**src/rtl/csr_timer_bank_if.sv**
```systemverilog
// CSR read/writeback bus shared by the core register file and the timer bank.
// The core drives addresses and write data; the timer returns read data and a hit flag.
interface csr_timer_bank_if;
    logic        csr_re;
    logic [11:0] csr_address_r;
    logic        csr_we;
    logic [11:0] csr_address_wb;
    logic [31:0] csr_wb;
    logic        exception_pending;
    logic [31:0] csr_data;
    logic        csr_hit_r;

    modport master (
        output csr_re, csr_address_r, csr_we, csr_address_wb, csr_wb, exception_pending,
        input  csr_data, csr_hit_r
    );

    modport slave (
        input  csr_re, csr_address_r, csr_we, csr_address_wb, csr_wb, exception_pending,
        output csr_data, csr_hit_r
    );
endinterface

```
**src/rtl/csr_timer_bank.sv**
```systemverilog
// Machine-timer CSR block: prescaled free-running time counter, NUM_CH compare
// channels with sticky pending bits, and a coherent-read snapshot of the time high word.
module csr_timer_bank #(
    parameter int          NUM_CH    = 3,
    parameter int          CNT_W     = 64,
    parameter int          PRESC_W   = 8,
    parameter logic [11:0] BASE_ADDR = 12'h7d0
) (
    input  logic                clk,
    input  logic                nrst,
    csr_timer_bank_if.slave     bus,
    output logic [NUM_CH-1:0]   irq_o,
    output logic                irq_any,
    output logic                tick_o
);

    localparam int HI_W = CNT_W - 32;

    logic [CNT_W-1:0]   r_time;
    logic [PRESC_W-1:0] r_presc_cnt;
    logic [PRESC_W-1:0] r_presc;
    logic               r_en;
    logic [NUM_CH-1:0]  r_ie;
    logic [NUM_CH-1:0]  r_pend;
    logic [31:0]        r_snap;
    logic               r_tick_o;
    logic [CNT_W-1:0]   r_cmp [NUM_CH];

    logic [11:0]        w_rd_off;
    logic [11:0]        w_wr_off;
    logic               w_wr;
    logic               w_wr_time_lo;
    logic               w_wr_time_hi;
    logic               w_wr_ctrl;
    logic               w_wr_pend;
    logic               w_wr_ie;
    logic               w_tick;
    logic [31:0]        w_time_hi;
    logic [NUM_CH-1:0]  w_cmp_wr_lo;
    logic [NUM_CH-1:0]  w_cmp_wr_hi;
    logic [NUM_CH-1:0]  w_pend_nxt;

    assign w_rd_off     = bus.csr_address_r - BASE_ADDR;
    assign w_wr_off     = bus.csr_address_wb - BASE_ADDR;
    assign w_wr         = bus.csr_we & ~bus.exception_pending;
    assign w_wr_time_lo = w_wr && (w_wr_off == 12'd0);
    assign w_wr_time_hi = w_wr && (w_wr_off == 12'd1);
    assign w_wr_ctrl    = w_wr && (w_wr_off == 12'd2);
    assign w_wr_pend    = w_wr && (w_wr_off == 12'd3);
    assign w_wr_ie      = w_wr && (w_wr_off == 12'd4);

    assign w_tick    = r_en && (r_presc_cnt == r_presc);
    assign w_time_hi = 32'(r_time[CNT_W-1:32]);

    // NOTE: every always_comb output gets a default first so no path can infer a latch.
    always_comb begin
        w_cmp_wr_lo = '0;
        w_cmp_wr_hi = '0;
        w_pend_nxt  = '0;
        for (int k = 0; k < NUM_CH; k++) begin
            w_cmp_wr_lo[k] = w_wr && (w_wr_off == 12'(8 + 2 * k));
            w_cmp_wr_hi[k] = w_wr && (w_wr_off == 12'(9 + 2 * k));
            // A compare half-write blocks the set so a half-updated cmp never fires.
            w_pend_nxt[k]  = ((r_time >= r_cmp[k]) && !(w_cmp_wr_lo[k] || w_cmp_wr_hi[k]))
                           || (r_pend[k] && !(w_wr_pend && bus.csr_wb[k]));
        end
    end

    // NOTE: state registers use non-blocking assignments so every flop samples pre-edge values.
    always_ff @(posedge clk or negedge nrst) begin
        if (!nrst) begin
            r_time      <= '0;
            r_presc_cnt <= '0;
            r_presc     <= '0;
            r_en        <= 1'b0;
            r_ie        <= '0;
            r_pend      <= '0;
            r_snap      <= '0;
            r_tick_o    <= 1'b0;
        end else begin
            r_tick_o <= w_tick;
            r_pend   <= w_pend_nxt;

            if (w_wr_ctrl) begin
                r_en        <= bus.csr_wb[0];
                r_presc     <= bus.csr_wb[8 +: PRESC_W];
                r_presc_cnt <= '0;
            end else if (w_tick) begin
                r_presc_cnt <= '0;
            end else if (r_en) begin
                r_presc_cnt <= r_presc_cnt + PRESC_W'(1);
            end

            if (w_wr_time_lo) begin
                r_time[31:0] <= bus.csr_wb;
            end else if (w_wr_time_hi) begin
                r_time[CNT_W-1:32] <= bus.csr_wb[HI_W-1:0];
            end else if (w_tick) begin
                r_time <= r_time + CNT_W'(1);
            end

            if (w_wr_ie) begin
                r_ie <= bus.csr_wb[NUM_CH-1:0];
            end

            if (bus.csr_re && (w_rd_off == 12'd0)) begin
                r_snap <= w_time_hi;
            end
        end
    end

    // NOTE: compare registers are reset to all ones on purpose, so no channel matches out of reset.
    always_ff @(posedge clk or negedge nrst) begin
        if (!nrst) begin
            for (int k = 0; k < NUM_CH; k++) begin
                r_cmp[k] <= '1;
            end
        end else begin
            for (int k = 0; k < NUM_CH; k++) begin
                if (w_cmp_wr_lo[k]) begin
                    r_cmp[k][31:0] <= bus.csr_wb;
                end else if (w_cmp_wr_hi[k]) begin
                    r_cmp[k][CNT_W-1:32] <= bus.csr_wb[HI_W-1:0];
                end
            end
        end
    end

    always_comb begin
        bus.csr_data  = '0;
        bus.csr_hit_r = 1'b0;
        case (w_rd_off)
            12'd0: begin bus.csr_hit_r = 1'b1; bus.csr_data = r_time[31:0]; end
            12'd1: begin bus.csr_hit_r = 1'b1; bus.csr_data = w_time_hi; end
            12'd2: begin bus.csr_hit_r = 1'b1; bus.csr_data = (32'(r_presc) << 8) | 32'(r_en); end
            12'd3: begin bus.csr_hit_r = 1'b1; bus.csr_data = 32'(r_pend); end
            12'd4: begin bus.csr_hit_r = 1'b1; bus.csr_data = 32'(r_ie); end
            12'd5: begin bus.csr_hit_r = 1'b1; bus.csr_data = r_snap; end
            default: begin
                // Offsets 6..7 and channels beyond NUM_CH fall through as unmapped.
                for (int k = 0; k < NUM_CH; k++) begin
                    if (w_rd_off == 12'(8 + 2 * k)) begin
                        bus.csr_hit_r = 1'b1;
                        bus.csr_data  = r_cmp[k][31:0];
                    end else if (w_rd_off == 12'(9 + 2 * k)) begin
                        bus.csr_hit_r = 1'b1;
                        bus.csr_data  = 32'(r_cmp[k][CNT_W-1:32]);
                    end
                end
            end
        endcase
    end

    assign irq_o   = r_pend & r_ie;
    assign irq_any = |irq_o;
    assign tick_o  = r_tick_o;

endmodule
```
**src/flat_wrapper.sv**
```systemverilog
// flat-port wrapper written by rule: the top's interface ports become plain ports
module csr_timer_bank_flat 
#(
    parameter int          NUM_CH    = 3,
    parameter int          CNT_W     = 64,
    parameter int          PRESC_W   = 8,
    parameter logic [11:0] BASE_ADDR = 12'h7d0
)
  (clk, nrst, irq_o, irq_any, tick_o, bus_csr_re, bus_csr_address_r, bus_csr_we, bus_csr_address_wb, bus_csr_wb, bus_exception_pending, bus_csr_data, bus_csr_hit_r);
  csr_timer_bank_if bus_i ();
  input  logic clk;
  input  logic nrst;
  output logic [NUM_CH-1:0] irq_o;
  output logic irq_any;
  output logic tick_o;
  input wire logic [$bits(bus_i.csr_re)-1:0] bus_csr_re;
  input wire logic [$bits(bus_i.csr_address_r)-1:0] bus_csr_address_r;
  input wire logic [$bits(bus_i.csr_we)-1:0] bus_csr_we;
  input wire logic [$bits(bus_i.csr_address_wb)-1:0] bus_csr_address_wb;
  input wire logic [$bits(bus_i.csr_wb)-1:0] bus_csr_wb;
  input wire logic [$bits(bus_i.exception_pending)-1:0] bus_exception_pending;
  output wire logic [$bits(bus_i.csr_data)-1:0] bus_csr_data;
  output wire logic [$bits(bus_i.csr_hit_r)-1:0] bus_csr_hit_r;
  assign bus_i.csr_re = bus_csr_re;
  assign bus_i.csr_address_r = bus_csr_address_r;
  assign bus_i.csr_we = bus_csr_we;
  assign bus_i.csr_address_wb = bus_csr_address_wb;
  assign bus_i.csr_wb = bus_csr_wb;
  assign bus_i.exception_pending = bus_exception_pending;
  assign bus_csr_data = bus_i.csr_data;
  assign bus_csr_hit_r = bus_i.csr_hit_r;
  csr_timer_bank #(.NUM_CH(NUM_CH), .CNT_W(CNT_W), .PRESC_W(PRESC_W), .BASE_ADDR(BASE_ADDR)) u_core (.clk(clk), .nrst(nrst), .bus(bus_i), .irq_o(irq_o), .irq_any(irq_any), .tick_o(tick_o));
endmodule
```
**config.mk**
```make
export PLATFORM = sky130hd
export DESIGN_NAME = csr_timer_bank_flat
export DESIGN_NICKNAME = d
export VERILOG_FILES = /design/src/rtl/csr_timer_bank_if.sv /design/src/rtl/csr_timer_bank.sv /design/src/flat_wrapper.sv
export SDC_FILE = /design/constraint.sdc
export NUM_CORES = 1
export LEC_CHECK = 0
export BUFFER_PORTS_ARGS = -buffer_cell sky130_fd_sc_hd__buf_2
export CAP_MARGIN = 20
export CORE_MARGIN = 3
export CORE_UTILIZATION = 45
export DETAILED_ROUTE_END_ITERATION = 10
export PLACE_DENSITY_LB_ADDON = 0.1
export SLEW_MARGIN = 20
export SYNTH_ARGS = -nofsm -noshare
export SYNTH_HDL_FRONTEND = slang
export SYNTH_SLANG_ARGS = --single-unit
export TNS_END_PERCENT = 5
```
**constraint.sdc**
```tcl
create_clock -name clk -period 4.6 [get_ports clk]
set_clock_uncertainty 0.15 [all_clocks]
set_input_delay 0 -clock clk [delete_from_list [all_inputs] [get_ports clk]]
set_output_delay 0 -clock clk [all_outputs]
set_load 0.01 [all_outputs]
```
==> results of run 1 <==
## power by group through the flow
stage          Combinational (mW)  Sequential, mW  Clock, mW
2_1_floorplan               0.409            2.91          0
3_3_place_gp                0.658            2.95          0
3_5_place_dp                0.697            2.95          0
4_1_cts                     0.731            2.91       3.32
5_1_grt                     0.808            2.92       3.44
6_report                    0.735            2.91       3.27
## worst max-delay path, cell delays in order
cell           delay, ns
dlygate4sd3_1       0.53
buf_2               0.11
or3b_1              0.45
nor3_1              0.38
nand3_1             0.36
nor2_4              0.79
nand2_1             0.12
dlygate4sd3_1       0.59
o21ai_0             0.07
dlygate4sd3_1       0.58
## layout by cell type (no fill, tap or decap), drive strengths merged, types with 6 or more instances in the layout
cell,instances
a2111oi,7
clkbuf,55
dlygate4sd3,45
mux2,166
a31oi,32
o211ai,9
dfstp,192
a221o,25
nand3,44
nor2,64
clkinv,6
nand2,182
a21oi,123
a221oi,51
nand2b,8
o22a,7
o22ai,11
and2,12
xnor2,24
and4,16
a21o,26
a211oi,21
nor2b,7
nor3,30
dfrtp,120
o21ai,167
ha,194
xor2,15
nand4,49
inv,209
o21a,8
and3,29
a22oi,58
nor4,7
buf,132
## final cells by class
| class | count | area [sq um] |
|---|---|---|
| Fill cell | 4034 | 21200 |
| Clock inverter | 17 | 209 |
| Multi-Input combinational cell | 1465 | 11200 |
| Inverter | 204 | 766 |
| Clock buffer | 55 | 1140 |
| Antenna cell | 1 | 2.50 |
| Tap cell | 592 | 741 |
| Sequential cell | 312 | 8050 |
| Timing Repair Buffer | 177 | 1280 |
## what timing repair did
action,4_1_cts,5_1_grt
resized for setup,0,0
endpoints found under the hold margin,393,0
hold buffers,45,0
## worst paths after layout
kind	end	cells past startpoint	start	slack [ns]
worst min register to register	u_core.r_snap[17]	2	u_core.r_snap[17]	0.34
worst max-delay path	u_core.r_cmp[69]	10	bus_exception_pending	0.96
worst max register to register	u_core.r_pend[0]	9	u_core.r_cmp[173]	1.17
max in group asynchronous	u_core.r_time[1]	4	nrst	2.39
worst min-delay path	u_core.r_ie[0]	6	bus_csr_address_wb[10]	0.06
min in group asynchronous	u_core.r_time[2]	3	nrst	0.49
## logic make-up (layout without fill, tap and decap cells)
| group | Yosys count | in the layout |
|---|---|---|
| adder cells (fa/ha/maj) | 194 | 194 |
| AND/OR/NAND/NOR | 476 | 476 |
| multiplexers | 169 | 169 |
| buffers and inverters | 319 | 453 |
| flip-flops | 312 | 312 |
| AO/OA/AOI/OAI | 587 | 587 |
| other | 0 | 1 |
| XOR/XNOR | 39 | 39 |
## flip-flops by register name (all words and copies together) (netlist names)
register and cells:
u_core.r_pend 3, u_core.tick_o 1, u_core.r_time 64, u_core.r_presc_cnt 8, u_core.r_en 1, u_core.r_cmp 192
u_core.r_presc 8, u_core.r_ie 3, u_core.r_snap 32
## per-stage QoR
step           instance area [sq um]  utilization  total power, mW  setup slack, ns  std cells
2_1_floorplan                  20500            -             3.32             2.21       2096
3_3_place_gp                   21500        0.482             3.61             1.21       2702
3_5_place_dp                   21500        0.483             3.65             1.08       2703
4_1_cts                        23300        0.523             6.96             1.12       2820
5_1_grt                        23400        0.524             7.16            0.805       2822
6_report                       23400        0.524             6.91            0.964       2823
## routing by layer
layer | vias to the layer above | track usage
met1 | 8598 | 0.421
met5 | - | 0
met3 | 143 | 0.0521
met2 | 722 | 0.447
met4 | 2 | 0.118
li1 | 7900 | -
==> impl_metrics.tcl, run 1 <==
set metrics [dict create \
    critPathKind "primary input to register" \
    drtIter0Drc 1838 \
    required_ns 4.95 \
    synth_edf_count 0 \
    grt_use_total 0.296 \
    yosysTopAreaCellShare 0.246 \
    fin_tns_setup_ns 0 \
    synthAdderAreaFrac 0.119 \
    switching_power_mw 1.88 \
    syn_to_final_growth_pct 14.1 \
    nets 2454 \
    seq_power_share 0.421 \
    async_reset_ff_frac 1.00 \
    clock-sinks 312 \
    worst_pin_slew_ns 1.13 \
    yosys.area_share.simple 0.122 \
    layout_min_cycle_time_ns 3.64 \
    switching_share 0.272 \
    wl_met2_mm 31.4 \
    clk_latency_ns 0.57 \
    io_pins 99 \
    clkSlewWorstSetupHoldPaths_ns 0.06 \
    maxCapViolations 0 \
    grt-ovfl-total 0 \
    grt_antenna_before_repair 1 \
    drv_slew 0 \
    muxShareOfSynthArea 0.0979 \
    die_area_sq_um 48100 \
    vias 17400 \
    cp_max_fo 32 \
    syn_area_sq_um 20500 \
    avgSynthCellArea_sq_um 9.77 \
    grt_pass1_vias 17100 \
    slew_headroom 0.241 \
    grt_setup_unrepaired "false" \
    top_layer "met5" \
    io_buffers 98 \
    die_x_um 219 \
    clock_path_buffers 3 \
    numCtsBuffers 39 \
    synth_cell_types 85 \
    yosysTopAreaCell "dfstp_2" \
    synth_compound_area_frac 0.188 \
    synth_xor_area_frac 0.0167 \
    yosys_warnings 0 \
    finalCritPeriodShare 0.790 \
    cts_setup_buffers 0 \
    p_leak_nw 10.3 \
    synth_common_cells "inv_1 (203), ha_1 (194), dfstp_2 (192), nand2_1 (182), o21ai_0 (161)" \
    initial_core_util 0.459 \
    post-dp-hpwl_mm 49.9 \
    cts_root_buf "clkbuf_16" \
    hold_viol 0 \
    syn_inst 2096 \
    synth.area.top_cells "dfstp_2 (25%), dfrtp_1 (15%), ha_1 (12%)" \
    grt_pass1_wl_mm 108 \
    drc_errors 0 \
    p_per_area_nw_per_um2 296 \
    place.gp.congestion 0.921 \
    wl_met1_mm 32.0 \
    wl_per_cell_um 25.2 \
    drt-vias-per-instance 6.15 \
    worst_setup_path_start_kind "primary input" \
    critPathArrivalTime_ns 3.99 \
    max_freq_mhz 275 \
    ys_ff_latch 312 \
    status "finished, final reports clean" \
    rows 77 \
    synth_flop_cell "dfstp_2" \
    postRouteAntennaNets 0 \
    ys_seq_area_frac 0.393 \
    dr.pass1.iters 6 \
    syn_nets 2351 \
    setup_viol 0 \
    synth_top_family_by_area "compound AO/OA/AOI/OAI gates" \
    routed_wirelength_mm 71.1 \
    hold_path.class "primary input to register" \
    drive_gt1_frac 0.263 \
    critical_path.endpoint_type "register" \
    p_clk_frac 0.472 \
    cts_tree "done" \
    wl_met3_mm 5.09 \
    post-synth-top-count-cell "inv_1" \
    worst_ir_drop_vdd_uv 284 \
    fin_hold_ws_ns 0.0623 \
    h-tree-depth 2 \
    pwr-share-comb 0.106 \
    die_h_um 219 \
    grt_max_degree 100 \
    coreArea_sq_um 44600 \
    p_int_mw 5.03 \
]
No activity file was read; power rests on OpenSTA's default activity.
==> run 2: changes to the inputs <==
- clock period: 4.6 -> 3.8 ns (I/O delays scaled with it)
==> run 2 against run 1 <==
Effect of this change: critical path depth decreased by 3; critical path type is now register to register; routed wire length increased by 1.6%; combinational power increased by 19%; design area about the same; register-to-register slack got worse by 0.48 ns; sequential share of layout area about the same; largest power group unchanged; highest routed layer is now met4.
==> impl_metrics.tcl, run 2 (same netlist as run 1, synthesis figures left out) <==
set metrics [dict create \
    finalCritPeriodShare 0.817 \
    drc_errors 0 \
    final.setup.worst_slack_ns 0.694 \
    placed_cell_area_sq_um 21700 \
    wl_per_cell_um 25.5 \
    status "finished, final reports clean" \
    die_h_um 219 \
    p_clk_frac 0.457 \
    min_to "u_core.r_ie[1]" \
    cts_root_buf "clkbuf_16" \
    dr.pass1.iters 6 \
    worst_pin_slew_ns 1.14 \
    die_area_sq_um 48100 \
    nets 2469 \
    seq_power_share 0.434 \
    dp_slack_ns 0.743 \
    critical_path.endpoint_type "register" \
    largest_reg_flops 192 \
    setup_viol 0 \
    h-tree-depth 2 \
    cts_tree "done" \
    hold_path.class "primary input to register" \
    drtIter0Drc 1578 \
    io_buffers 98 \
    vias 17600 \
    io_pins 99 \
    clock-sinks 312 \
    die_x_um 219 \
    holdBufCountCts 40 \
    holdPathStages 5 \
    dp.cells 2726 \
    worst_setup_path_start_kind "register" \
    antenna_cells 0 \
    switching_power_mw 2.19 \
    fin_area_sq_um 23400 \
    syn_to_final_growth_pct 14.2 \
    hp-start "bus_csr_address_wb[11]" \
    final_common_cell "inv_1" \
    grt-ovfl-total 0 \
    place.gp.congestion 0.959 \
    switching_share 0.271 \
    numCtsBuffers 38 \
    rows 77 \
    pwr-share-comb 0.109 \
    grt_pass1_wl_mm 109 \
    postRouteAntennaNets 0 \
    drv_slew 0 \
    max_freq_mhz 322 \
    grt_antenna_before_repair 1 \
    layout_min_cycle_time_ns 3.11 \
    top_register "u_core.r_cmp" \
    coreArea_sq_um 44600 \
    r2r_setup_slack_ns 0.69 \
    grt_max_degree 97 \
    fin_tns_setup_ns 0 \
    fillers 4026 \
    required_ns 4.15 \
    drt-vias-per-instance 6.22 \
    p_int_mw 5.89 \
    r2r_start "u_core.r_time[12]" \
    critPathArrivalTime_ns 3.45 \
    slew_headroom 0.239 \
    cp_max_fo 10 \
    hold_viol 0 \
    grt_pass1_vias 17500 \
    cts_setup_buffers 0 \
    clkSlewWorstSetupHoldPaths_ns 0.06 \
    post-dp-hpwl_mm 51.0 \
    initial_core_util 0.459 \
    drive_gt1_frac 0.268 \
    clock_path_buffers 3 \
    p_per_area_nw_per_um2 346 \
    top_regs "u_core.r_cmp: 192 flops, u_core.r_time: 64 flops, u_core.r_snap: 32 flops" \
    cts_resized 0 \
    fin_hold_ws_ns 0.0270 \
    clk_latency_ns 0.57 \
    reg2reg_depth 7 \
    grt_use_total 0.300 \
    critPathKind "register to register" \
    routed_wirelength_mm 72.3 \
    grt_setup_unrepaired "false" \
    p_leak_nw 10.4 \
    r2r_end "u_core.r_time[57]" \
    final_cells 2835 \
    worst_ir_drop_vdd_uv 304 \
    maxCapViolations 0 \
    final_cell_mix "inv_1 (203), ha_1 (194), dfstp_2 (192), nand2_1 (180), o21ai_0 (161)" \
]
-- run 2: area by class of cell --
cell class                      count  area (sq um)  area share
Clock buffer                       59          1130      0.0484
Clock inverter                     10           106     0.00455
Inverter                          204           766      0.0327
Multi-Input combinational cell   1465         11200       0.478
Sequential cell                   312          8050       0.344
Tap cell                          592           741      0.0317
Timing Repair Buffer              193          1410      0.0605
-- run 2: per-layer routing --
layer / up-vias / part of all wire / GRT usage
met5: - / 0 / 0
met4: 0 / 0.036 / 0.109
met3: 154 / 0.082 / 0.0591
met2: 776 / 0.44 / 0.458
met1: 8781 / 0.45 / 0.423
li1: 7933 / - / -
-- run 2: power groups by stage --
stage               Clock [mW]  Combinational, mW  Sequential [mW]
floorplan                    0              0.495             3.52
global placement             0              0.822             3.56
detailed placement           0              0.840             3.56
CTS                       3.74              0.877             3.51
global route              3.86              0.984             3.52
finish                    3.70              0.878             3.51
-- run 2: how the worst max path moves through the flow --
stage / from / end / slack, ns
after floorplan: u_core.r_time[12] / u_core.r_time[50] / 1.41
after global placement: u_core.r_time[5] / u_core.r_time[57] / 0.78
after detailed placement: u_core.r_time[8] / u_core.r_time[57] / 0.74
after CTS: u_core.r_time[12] / u_core.r_time[57] / 0.71
after global routing: u_core.r_time[8] / u_core.r_time[49] / 0.45
final: u_core.r_time[12] / u_core.r_time[57] / 0.69
-- run 2: stage by stage --
step | util | power, mW
final | 0.524 | 8.09
after CTS | 0.524 | 8.13
after global placement | 0.488 | 4.39
after detailed placement | 0.488 | 4.40
after global routing | 0.524 | 8.37
after floorplan | - | 4.02
-- run 2: critical path: stages (launching register included) --
cell and delay (ns):
dfrtp_1 0.59, and3_2 0.32, nand4_4 0.16, nor4_4 0.65, and2_0 0.53, nand3_2 0.22
o32ai_2 0.24, a21o_1 0.14
